`src/rtl/ghist_ckpt_ctrl.sv`:
```
// Global-history write sequencer: per-branch pointer checkpoints, commit retire and mispredict rewind.
// Optional GHIST_CTRL_CHECK_EN adds simulation assertions and a sticky err flag.
module ghist_ckpt_ctrl #(
  parameter int unsigned GHIST_LEN  = 256,
  parameter int unsigned CKPT_DEPTH = 16,
  localparam int unsigned INDEX_W   = $clog2(GHIST_LEN),
  localparam int unsigned TAG_W     = $clog2(CKPT_DEPTH)
) (
  input  logic               clk,
  input  logic               rst_n,
  input  logic               pred_valid,
  input  logic               pred_taken,
  output logic               pred_ready,
  output logic [TAG_W-1:0]   pred_tag,
  input  logic               commit_valid,
  input  logic               mis_valid,
  input  logic [TAG_W-1:0]   mis_tag,
  input  logic               mis_taken,
  output logic               hist_we,
  output logic               hist_wdata,
  output logic [INDEX_W-1:0] hist_wptr,
  output logic [INDEX_W-1:0] head_ptr,
  output logic [TAG_W:0]     inflight_cnt,
  output logic               busy
);

  localparam int unsigned CW = TAG_W + 1;

  typedef enum logic {
    ST_NORMAL  = 1'b0,
    ST_RECOVER = 1'b1
  } state_t;

  state_t              state;
  state_t              state_nxt;

  logic [CW-1:0]       ck_head;
  logic [CW-1:0]       ck_tail;
  logic [INDEX_W-1:0]  spec_ptr;
  logic [INDEX_W-1:0]  ckpt [CKPT_DEPTH];

  logic [CW-1:0]       ck_head_d;
  logic [CW-1:0]       ck_tail_d;
  logic [INDEX_W-1:0]  spec_ptr_d;
  logic                hist_we_d;
  logic                hist_wdata_d;
  logic [INDEX_W-1:0]  hist_wptr_d;
  logic                busy_d;

  logic [CW-1:0]       cnt;
  logic                full;
  logic                accept;
  logic                commit;
  logic [TAG_W-1:0]    mis_off;
  logic                mis_in_range;
  logic                mis_hit;
  logic [INDEX_W-1:0]  mis_ptr;

  // Occupancy and request qualification
  always_comb begin
    cnt          = ck_tail - ck_head;
    full         = (cnt == CW'(CKPT_DEPTH));
    pred_ready   = (state == ST_NORMAL) && !mis_valid && !full;
    pred_tag     = ck_tail[TAG_W-1:0];
    accept       = pred_valid && pred_ready;
    commit       = commit_valid && (cnt != '0);
    // Distance from the oldest slot; only slots younger than tail are live.
    mis_off      = mis_tag - ck_head[TAG_W-1:0];
    mis_in_range = (CW'(mis_off) < cnt);
    mis_hit      = mis_valid && mis_in_range;
    mis_ptr      = ckpt[mis_tag];
  end

  // State register
  always_ff @(posedge clk or negedge rst_n) begin
    if (!rst_n) begin
      state <= ST_NORMAL;
    end else begin
      state <= state_nxt;
    end
  end

  // Next-state: recovery lasts one cycle and is re-entered on every accepted mispredict
  always_comb begin
    state_nxt = ST_NORMAL;
    case (state)
      ST_NORMAL:  if (mis_hit) state_nxt = ST_RECOVER;
      ST_RECOVER: if (mis_hit) state_nxt = ST_RECOVER;
      default:    state_nxt = ST_NORMAL;
    endcase
  end

  // Output / datapath next values
  always_comb begin
    hist_we_d    = 1'b0;
    hist_wdata_d = hist_wdata;
    hist_wptr_d  = hist_wptr;
    busy_d       = (state_nxt == ST_RECOVER);
    ck_head_d    = ck_head + CW'(commit);
    ck_tail_d    = ck_tail;
    spec_ptr_d   = spec_ptr;
    if (mis_hit) begin
      hist_we_d    = 1'b1;
      hist_wdata_d = mis_taken;
      hist_wptr_d  = mis_ptr;
      spec_ptr_d   = mis_ptr + INDEX_W'(1);
      ck_tail_d    = ck_head + CW'(mis_off) + CW'(1);
    end else if (accept) begin
      hist_we_d    = 1'b1;
      hist_wdata_d = pred_taken;
      hist_wptr_d  = spec_ptr;
      spec_ptr_d   = spec_ptr + INDEX_W'(1);
      ck_tail_d    = ck_tail + CW'(1);
    end
  end

  // Registered state and outputs
  always_ff @(posedge clk or negedge rst_n) begin
    if (!rst_n) begin
      ck_head    <= '0;
      ck_tail    <= '0;
      spec_ptr   <= '0;
      hist_we    <= 1'b0;
      hist_wdata <= 1'b0;
      hist_wptr  <= '0;
      busy       <= 1'b0;
    end else begin
      ck_head    <= ck_head_d;
      ck_tail    <= ck_tail_d;
      spec_ptr   <= spec_ptr_d;
      hist_we    <= hist_we_d;
      hist_wdata <= hist_wdata_d;
      hist_wptr  <= hist_wptr_d;
      busy       <= busy_d;
    end
  end

  // Checkpoint RAM; a slot is always written before it can be named in range
  always_ff @(posedge clk) begin
    if (accept) begin
      ckpt[ck_tail[TAG_W-1:0]] <= spec_ptr;
    end
  end

  assign head_ptr     = spec_ptr;
  assign inflight_cnt = cnt;

`ifdef GHIST_CTRL_CHECK_EN
  logic err;
  logic prev_stall;
  logic prev_taken;
  logic stall_viol;
  logic bad_commit;
  logic bad_mis;
  logic bad_cnt;

  always_comb begin
    bad_commit = commit_valid && (cnt == '0);
    bad_mis    = mis_valid && !mis_in_range;
    stall_viol = prev_stall && (!pred_valid || (pred_taken != prev_taken));
    bad_cnt    = (cnt > CW'(CKPT_DEPTH));
  end

  // Sticky protocol error flag plus stall tracking for the stability rule
  always_ff @(posedge clk or negedge rst_n) begin
    if (!rst_n) begin
      err        <= 1'b0;
      prev_stall <= 1'b0;
      prev_taken <= 1'b0;
    end else begin
      if (bad_commit || bad_mis || stall_viol || bad_cnt) err <= 1'b1;
      prev_stall <= pred_valid && !pred_ready;
      prev_taken <= pred_taken;
    end
  end

  always @(posedge clk) begin
    if (rst_n) begin
      assert (!bad_commit) else $error("ghist_ckpt_ctrl: commit while empty");
      assert (!bad_mis)    else $error("ghist_ckpt_ctrl: mis_tag not in flight");
      assert (!stall_viol) else $error("ghist_ckpt_ctrl: stalled prediction not held");
      assert (!bad_cnt)    else $error("ghist_ckpt_ctrl: inflight count overflow");
    end
  end
`endif

endmodule

```
`config.mk`:
```
export PLATFORM = sky130hd
export DESIGN_NAME = ghist_ckpt_ctrl
export DESIGN_NICKNAME = d
export VERILOG_FILES = /design/src/rtl/ghist_ckpt_ctrl.sv
export SDC_FILE = /design/constraint.sdc
export NUM_CORES = 1
export LEC_CHECK = 0
export CAP_MARGIN = 10
export CORE_MARGIN = 5
export CORE_UTILIZATION = 62
export DETAILED_ROUTE_END_ITERATION = 12
export PLACE_DENSITY = 0.83
export SYNTH_ARGS = -nofsm -noshare
export SYNTH_HDL_FRONTEND = slang
export SYNTH_SLANG_ARGS = --single-unit
```
`constraint.sdc`:
```
create_clock -name clk -period 10.6 [get_ports clk]
set_clock_uncertainty 0.15 [all_clocks]
set_input_delay 2.65 -clock clk [delete_from_list [all_inputs] [get_ports clk]]
set_output_delay 2.65 -clock clk [all_outputs]
set_load 0.02 [all_outputs]
```
== After elaboration in Yosys (flattened, before gate mapping) ==
Memory sizes are Yosys's and may differ from the RTL's.
Index checks and enable logic that the tools add are counted.
W data, S select, Z words.

* Memories: 1
* Memory bits (writable): 128
* Output and inout port bits: 29
* Register bits: 29
* Word-level logic and storage cells: 40

* Bitwise gates (word level): 1
* Equality and inequality tests: 1
* $lt $le $gt $ge: 1
* Reductions and logical operators: 9
* Muxes and demuxes: 12
* Add/sub/neg operators: 8

{| class="wikitable"
|+ Memories
! memory !! words !! bits a word !! read ports !! clocked after Yosys merged registers in !! write ports !! line !! source
|-
| ckpt || 16 || 8 || 1 || 0 || 1 || 40 || <nowiki>logic [INDEX_W-1:0] ckpt [CKPT_DEPTH];</nowiki>
|}

{| class="wikitable"
|+ Operators with widths
! operator !! number
|-
| $mux W8 || 4
|-
| $add A8 B1 Y8 const B || 2
|-
| $add A5 B1 Y5 const B || 2
|-
| $mux W5 || 2
|-
| $mux W1 || 6
|-
| $add A5 B1 Y5 || 1
|-
| $add A5 B4 Y5 || 1
|-
| $eq A5 B5 Y1 const B || 1
|-
| $logic_and A1 B1 Y1 || 5
|-
| $lt A4 B5 Y1 || 1
|-
| $reduce_bool A5 Y1 || 1
|-
| $sub A5 B5 Y5 || 1
|-
| $sub A4 B4 Y4 || 1
|-
| $logic_not A1 Y1 || 2
|-
| $reduce_bool A2 Y1 || 1
|-
| $not A1 Y1 || 1
|}

== Longest topological paths before layout ==
Gate-level depths: netlist of run 1.

* Depth in word-level cells: 7
* Gate-level depth with buffers: 20
* Depth with buffers taken out: 17

== Worst setup path before layout of run 1 ==
No wires, ideal clock.

* Path kind: input-to-reg
* Start point: input mis_tag[0]
* End point: register spec_ptr[1], in the netlist head_ptr[1]
* Cell stages on the path: 17
* Path buffers: 3
* Arrival time: 5.620 ns
* Path slack: 4.705 ns
* Cells stage by stage: buf_6 buf_12 buf_12 inv_1 ha_1 inv_1 fa_1 xor2_1 ha_1 o21ai_0 a21oi_1 nor2_1 o21ai_4 inv_4 mux2_2 ha_1 mux2_2

* Longest elaborated chain between the ends: 4

{| class="wikitable"
|+ RTL lines
! what !! line !! source
|-
| start, declared || 17 || <nowiki>input logic [TAG_W-1:0] mis_tag,</nowiki>
|-
| parallel branches: the longest is 3 deep, another holds $mem_v2 Z16 W8 || - ||
|-
| $mux W8 * || 102 || <nowiki>if (mis_hit) begin</nowiki>
|-
| net spec_ptr_d[1] || 44 || <nowiki>logic [INDEX_W-1:0] spec_ptr_d;</nowiki>
|-
| end signal, assigned || 130 || <nowiki>spec_ptr <= spec_ptr_d;</nowiki>
|-
| end, declared || 39 || <nowiki>logic [INDEX_W-1:0] spec_ptr;</nowiki>
|}

Mark *: on every way through the listed nets, which the timed path passes.
A chain may end at the register's enable or synchronous reset.

== Worst setup path in the final report of run 1 ==
* Start point: input mis_valid
* End point: output pred_ready

* Longest elaborated chain between the ends: 3

{| class="wikitable"
|+ RTL lines
! what !! line !! source
|-
| start, declared || 16 || <nowiki>input logic mis_valid,</nowiki>
|-
| $logic_not A1 Y1 || 63 || <nowiki>pred_ready = (state == ST_NORMAL) && !mis_valid && !full;</nowiki>
|-
| $logic_and A1 B1 Y1 (2 in series) || 63 ||
|-
| end, declared || 13 || <nowiki>output logic pred_ready,</nowiki>
|}

Every way passes these cells.

==> results.rst, run 1 <==
.. list-table::
   :header-rows: 1

   * - Metric
     - Value
   * - Most used flip-flop cell after synthesis
     - edfxtp_1
   * - Hold-critical path depth
     - 1
   * - Status
     - finished clean
   * - Number of global-route vias before repair
     - 3911
   * - I/O Buffers
     - 39
   * - Sequential share of the synthesized area
     - ~65%
   * - Arrival time of data at the critical path endpoint
     - ~4100 ps
   * - Worst Reg2Reg Path Length in Cells
     - 15
   * - Cell area after synthesis
     - roughly 7000 um^2
   * - Cell type contributing the most total cell area after synthesis
     - edfxtp_1
   * - Antenna Nets Post-Route
     - 0
   * - Filler-free cell count of the finished design
     - 608
   * - Pwr Density
     - roughly 310 nW/um^2
   * - Number of gates resized after CTS
     - 0
   * - Clock network fraction of design power
     - a little under a quarter
   * - Worst-case headroom to the max-slew limit
     - 41.8%
   * - Antenna violations before repair
     - 1
   * - Post-route total power
     - roughly 2.5 mW
   * - Clock slew seen by the registers of the worst setup and hold paths
     - ~60 ps
   * - Die Wd
     - between 100 and 150 um
   * - Top cells by area, synth
     - edfxtp_1 55%, dfrtp_1 10%, mux4_1 9.8%
   * - Final core utilization
     - 73.6%
   * - Most frequent cells after synthesis
     - 128 x edfxtp_1, 29 x dfrtp_1, 26 x mux4_1
   * - Nets@finish
     - between 400 and 500
   * - Residual DRC count
     - 0
   * - Slowest cell delay on critical path
     - around 600 ps
   * - Final worst-path cycle share
     - 64.6%
   * - TritonCTS buffer count
     - 17
   * - Max-cap violation count
     - 0
   * - Critical Path End Type
     - primary output
   * - Post-synth EDFFs
     - ~130
   * - Cells along the critical path
     - clkdlybuf4s50_1, nor2_1, o41a_1, clkdlybuf4s50_1
   * - Cell row count
     - 38
   * - WL final
     - 14900 um
   * - CORE AREA
     - approximately 11000 um^2
   * - Cell repeated most along the worst path
     - clkdlybuf4s50_1
   * - TritonCTS clock tree
     - built
   * - Net switching power of the design
     - 926 uW
   * - FF+latch count, synth
     - 157
   * - Req. time, crit path
     - approximately 7800 ps
   * - Critical path fanouts, max
     - 2
   * - Final setup fails
     - 0
   * - Pre-CTS setup slack
     - about 3800 ps
   * - Pin slew with the least headroom to its limit
     - 870 ps
   * - CTS max path bufs
     - 2
   * - Post-Synthesis Mean Instance Area
     - about 17 um^2
   * - Post CTS Setup Buffer Count
     - 0
   * - Sw Share
     - 37.1%
   * - Startpoint type of the worst setup path
     - input pin
   * - Number of vias per cell after detailed routing
     - approximately 6.3
   * - P_int
     - between 1.5 and 2 mW
   * - Path category of the worst min-delay check
     - flop to flop
   * - Top-count cell post-synth
     - edfxtp_1
   * - Max-slew violation count
     - 0
   * - Final Hold Viols
     - 0
   * - Antenna diode count
     - 0
   * - Fraction of synthesis flops using an asynchronous set or reset pin
     - 18.5%
   * - Routability congestion estimate
     - ~0.78
   * - Critical Path Slowest Stage Cell
     - clkdlybuf4s50_1
   * - Layout cell share with drive strength beyond 1
     - approximately 14%
   * - # IOs
     - 40
   * - Total leakage power
     - 2.93 nW
   * - Die footprint
     - approximately 14000 um^2
   * - Flop pwr share
     - between 30% and 40%
   * - Iteration-0 DRC count of the detailed router
     - between 300 and 400
   * - Average wire per standard cell
     - 24.6 um
   * - Detailed-route via count
     - roughly 3900
   * - Pre-Repair DR Iteration Count
     - 5
   * - Post-route worst setup slack
     - around 3700 ps
   * - First-pass GRT wire length
     - 23300 um
   * - Placed instance count
     - 576
   * - Area growth from synthesis to layout
     - 15.0%
   * - Setup repair after global routing missed its margin
     - false
   * - Sum of negative setup slack
     - 0 ps
   * - H-tree levels
     - 4
   * - CTS hold repair buffers
     - 0
   * - Effective utilization at floorplan
     - 64.0%
   * - Sum of overflow across all layers after global routing
     - 0
   * - Clock latency on the worst-skew pair
     - 420 ps
   * - Final period demand of the worst path
     - 6850 ps
   * - TritonCTS Sinks
     - about 160
   * - Net count after synthesis
     - 440
   * - Height of the die
     - 116 um
   * - Area fraction of the dominant cell type after synthesis
     - a little over half
   * - Detailed Place HPWL
     - a little under 9000 um
   * - Number of cells produced by synthesis
     - approximately 410
   * - Number of different library cells in the post-synthesis netlist
     - 47
   * - Total routing usage reported by global routing
     - about a quarter
   * - Count of warnings emitted by yosys
     - 0
   * - Class of the most critical setup path
     - input pin to primary output
   * - F_max
     - 146 MHz
   * - Worst VDD drop
     - ~0.43 mV
   * - Root buf cell
     - clkbuf_16
   * - Combinational group share of total power
     - roughly two fifths
   * - Largest net degree at the start of global routing
     - 36
==> critical path, delay by kind of cell <==
family | cells | cell delay [ps]
buffers and inverters | 2 | 1070
AOI/OAI and AO/OA | 1 | 160
and+or+nand+nor | 1 | 170
==> worst paths after layout <==
| path | startpoint | to | slack (ps) |
|---|---|---|---|
| setup / recovery | mis_valid | pred_ready | 3750 |
| hold / removal | hist_wptr[0]$_DFFE_PN0P_ | hist_wptr[0]$_DFFE_PN0P_ | 360 |
| setup reg to reg | ck_tail[0]$_DFFE_PN0P_ | head_ptr[5]$_DFFE_PN0P_ | 6580 |
| hold reg to reg | hist_wptr[0]$_DFFE_PN0P_ | hist_wptr[0]$_DFFE_PN0P_ | 360 |
| max in group asynchronous | rst_n | ck_tail[2]$_DFFE_PN0P_ | 7550 |
| min in group asynchronous | rst_n | hist_wptr[0]$_DFFE_PN0P_ | 2480 |
==> final cells by class <==
class / count / area, um^2
flip-flops and latches: 157 / 4570
fillers: 650 / 2890
multi-input cells: 207 / 2170
repair buffers: 51 / 475
clock buffers: 19 / 443
well taps: 140 / 175
clock inverters: 13 / 130
inverters: 21 / 81.3
==> power groups by stage <==
stage               registers, mW  logic (mW)  clock network (mW)
floorplan                   0.963       0.631                   0
global placement            0.953       0.914                   0
detailed placement          0.965       0.939                   0
CTS                         0.955       0.960               0.587
global route                0.973        1.05               0.617
finish                      0.955       0.961               0.583
==> routing by layer <==
layer / track usage (%) / vias to the layer above / wire length [um]
met5: 0 / - / 9
met2: 38.7 / 212 / 7400
met1: 32.7 / 1925 / 5900
li1: - / 1684 / -
met4: 8.97 / 2 / 432
met3: 5.75 / 36 / 1190
==> stage by stage <==
stage | instance area, um^2 | hold slack [ps]
floorplan | 7000 | 350
global placement | 7480 | 344
detailed placement | 7480 | 349
CTS | 8050 | 367
global route | 8050 | 394
finish | 8050 | 361
==> flip-flops by register name (all words and copies together) (netlist names) <==
register	count
head_ptr	8
ck_tail	5
hist_wdata	1
hist_wptr	8
ckpt	128
hist_we	1
ck_head	5
busy	1
==> placed cells by master (no fill, tap or decap), drive strengths merged, types with 5 or more instances in the layout <==
cell,n
inv,27
mux2i,11
nor3,5
dfrtp,29
o21ai,9
clkdlybuf4s50,38
ha,21
clkinvlp,5
clkbuf,19
xnor2,11
xor2,12
edfxtp,128
a22oi,12
a21oi,15
nand2,17
nand3,5
nor2,20
buf,13
mux4,33
mux2,7
and2,5
==> cells by family (layout without fill, tap and decap cells) <==
family          count (synthesis)  in the layout  share of synthesized area [%]
buf+inv                        42            104                           3.65
xor+xnor                       23             23                           2.88
simple gates                   66             66                           4.67
flops                         157            157                           65.3
fa+ha+maj                      23             23                           4.33
compound gates                 44             44                           4.25
mux                            51             51                           14.9
(Power assumes the default switching activity.)
==> run 2: changes to the inputs <==
--- a/config.mk
+++ b/config.mk
@@ -7,9 +7,9 @@
 export LEC_CHECK = 0
 export CAP_MARGIN = 10
 export CORE_MARGIN = 5
-export CORE_UTILIZATION = 62
+export CORE_UTILIZATION = 54
 export DETAILED_ROUTE_END_ITERATION = 12
-export PLACE_DENSITY = 0.83
+export PLACE_DENSITY = 0.77
 export SYNTH_ARGS = -nofsm -noshare
 export SYNTH_HDL_FRONTEND = slang
 export SYNTH_SLANG_ARGS = --single-unit
==> constraint.sdc (replaced) <==
create_clock -name clk -period 6.1 [get_ports clk]
set_clock_uncertainty 0.15 [all_clocks]
set_input_delay 1.525 -clock clk [delete_from_list [all_inputs] [get_ports clk]]
set_output_delay 1.525 -clock clk [all_outputs]
set_load 0.02 [all_outputs]
==> run 2 against run 1 <==
Via count fell by 4.7%. Core utilization is 9.7 points lower. Global-route usage decreased by 4.2 points. Sequential power grew 74%. Critical path depth is 13 higher. Critical path type is now input pin to flop. Highest routed layer is now met4.
==> results.rst, run 2 (synthesized netlist as in run 1, its figures left out) <==
.. list-table::
   :header-rows: 1

   * - Metric
     - Value
   * - Final setup fails
     - 0
   * - H-tree levels
     - 4
   * - Clock latency on the worst-skew pair
     - roughly 430 ps
   * - Startpoint type of the worst setup path
     - input pin
   * - Setup repair after global routing missed its margin
     - false
   * - Post-Route Hold Slack
     - approximately 370 ps
   * - Routability congestion estimate
     - roughly 0.85
   * - Nets@finish
     - approximately 500
   * - Critical Path Slowest Stage Cell
     - clkdlybuf4s50_1
   * - Commonest cells after routing, fill and taps aside
     - 128 x edfxtp_1, 38 x clkdlybuf4s50_1, 29 x dfrtp_1
   * - Max-slew violation count
     - 0
   * - Root buf cell
     - clkbuf_16
   * - Global-route met1 utilization
     - 26.9%
   * - Largest register FFs
     - 128
   * - Worst-case headroom to the max-slew limit
     - a little over two fifths
   * - Worst VDD drop
     - between 0.4 and 0.5 mV
   * - Iteration-0 DRC count of the detailed router
     - a little over 300
   * - Class of the most critical setup path
     - input pin to flop
   * - Path category of the worst min-delay check
     - flop to flop
   * - TritonCTS clock tree
     - built
   * - Post-Place Cell Area
     - roughly 7500 um^2
   * - Gr busiest metal
     - met2
   * - Clock slew seen by the registers of the worst setup and hold paths
     - roughly 60 ps
   * - Detailed-route via count
     - between 3000 and 4000
   * - # IOs
     - 40
   * - Area growth from synthesis to layout
     - 15.7%
   * - Residual DRC count
     - 0
   * - Detailed Place HPWL
     - about 9000 um
   * - Die Wd
     - about 120 um
   * - Pwr Density
     - 535 nW/um^2
   * - Critical Path End Type
     - flop
   * - I/O Buffers
     - 39
   * - Pin slew with the least headroom to its limit
     - about 860 ps
   * - Cells along the critical path
     - clkdlybuf4s50_1, buf_4, ha_1, a21o_1, a21oi_1, xnor2_1, ha_1, o21ai_0, a21oi_1, nor2_1, o21ai_4, inv_4, mux2_2, ha_1, nand3b_1, xnor2_1, a21oi_1
   * - Antenna diode count
     - 0
   * - Post-route total power
     - 4.33 mW
   * - Met3 layer usage reported by global route
     - roughly 4.5%
   * - Met2 capacity usage during global routing
     - about 33%
   * - Arrival time of data at the critical path endpoint
     - 4960 ps
   * - CTS max path bufs
     - 2
   * - Final worst-path cycle share
     - approximately 79%
   * - Die footprint
     - approximately 15000 um^2
   * - Post CTS Setup Buffer Count
     - 0
   * - Layout cell share with drive strength beyond 1
     - about 14%
   * - Total routing usage reported by global routing
     - between 10% and 20%
   * - Antenna violations before repair
     - 0
   * - Status
     - finished clean
   * - First-pass GRT wire length
     - 21800 um
   * - Pre-Repair DR Iteration Count
     - 6
   * - Sum of negative setup slack
     - 0 ps
   * - Height of the die
     - ~120 um
   * - Average wire per standard cell
     - 21.6 um
   * - TritonCTS Sinks
     - approximately 160
   * - Leading cell type in the layout, fill and taps excluded
     - edfxtp_1
   * - Max-cap violation count
     - 0
   * - Number of fill cells
     - approximately 900
   * - Req. time, crit path
     - approximately 6200 ps
   * - F_max
     - about 210 MHz
   * - Final Hold Viols
     - 0
   * - CTS hold repair buffers
     - 0
   * - Number of global-route vias before repair
     - 3847
   * - Final period demand of the worst path
     - just under 5000 ps
   * - Largest net degree at the start of global routing
     - 32
   * - TritonCTS buffer count
     - 17
   * - Effective utilization at floorplan
     - approximately 55%
   * - WL final
     - between 10000 and 15000 um
   * - CORE AREA
     - 12700 um^2
   * - Number of gates resized after CTS
     - 0
   * - Sum of overflow across all layers after global routing
     - 0
   * - Post-route design area
     - just over 8000 um^2
   * - Total leakage power
     - 2.93 nW
   * - Antenna Nets Post-Route
     - 0
   * - Critical path fanouts, max
     - 18
   * - Slowest cell delay on critical path
     - 480 ps
   * - Number of vias per cell after detailed routing
     - 5.74
   * - Cell row count
     - slightly above 40
==> run 2: changes by cell type in the layout (fill, tap and decap cells not counted), sizes merged <==
cell / change
clkbuf: -2
clkinv: +2
clkinvlp: -2
inv: +2
==> run 2: cell type report <==
| class | instances | area [um^2] | share of cell area, % |
|---|---|---|---|
| clock buffers | 17 | 425 | 5.25 |
| inverters | 21 | 81.3 | 1.00 |
| flip-flops and latches | 157 | 4570 | 56.4 |
| repair buffers | 51 | 475 | 5.87 |
| multi-input cells | 207 | 2180 | 26.9 |
| well taps | 172 | 215 | 2.66 |
| clock inverters | 15 | 150 | 1.85 |
==> run 2: metrics by stage <==
stage | setup WS [ps] | util (%) | cells
floorplan | 1330 | - | 406
global placement | 944 | 59.4 | 608
detailed placement | 872 | 59.4 | 608
CTS | 1260 | 63.9 | 640
global route | 1050 | 63.9 | 640
finish | 1260 | 63.9 | 640
==> run 2: power by group <==
part,internal [mW],switching [mW],leakage [nW]
Combinational,0.718,0.941,1.17
Sequential,1.43,0.223,1.49
Clock,0.574,0.445,0.276
Total,2.73,1.61,2.93
==> run 2: metal layers <==
| metal | vias to the layer above | wire length [um] |
|---|---|---|
| met5 | - | 0 |
| met4 | 0 | 182 |
| met3 | 17 | 649 |
| met2 | 104 | 7010 |
| met1 | 1870 | 6020 |
| li1 | 1685 | - |
==> run 2: path summary, 6_finish.rpt <==
kind,from,end,slack [ps],cells past startpoint
worst max register to register,ck_tail[0]$_DFFE_PN0P_,head_ptr[4]$_DFFE_PN0P_,2070,16
worst max-delay path,mis_tag[1],head_ptr[4]$_DFFE_PN0P_,1260,17
max in group asynchronous,rst_n,head_ptr[0]$_DFFE_PN0P_,4210,2
worst min register to register,hist_wptr[1]$_DFFE_PN0P_,hist_wptr[1]$_DFFE_PN0P_,370,1
worst min-delay path,hist_wptr[1]$_DFFE_PN0P_,hist_wptr[1]$_DFFE_PN0P_,370,1
min in group asynchronous,rst_n,hist_wptr[0]$_DFFE_PN0P_,1320,2
==> run 2: worst max-delay path, delay by kind of cell <==
| kind | cells | cell delay [ps] |
|---|---|---|
| AND/OR/NAND/NOR | 2 | 300 |
| buffers and inverters | 3 | 950 |
| XOR/XNOR | 2 | 310 |
| adder cells (fa/ha/maj) | 3 | 790 |
| multiplexers | 1 | 400 |
| AO/OA/AOI/OAI | 6 | 640 |
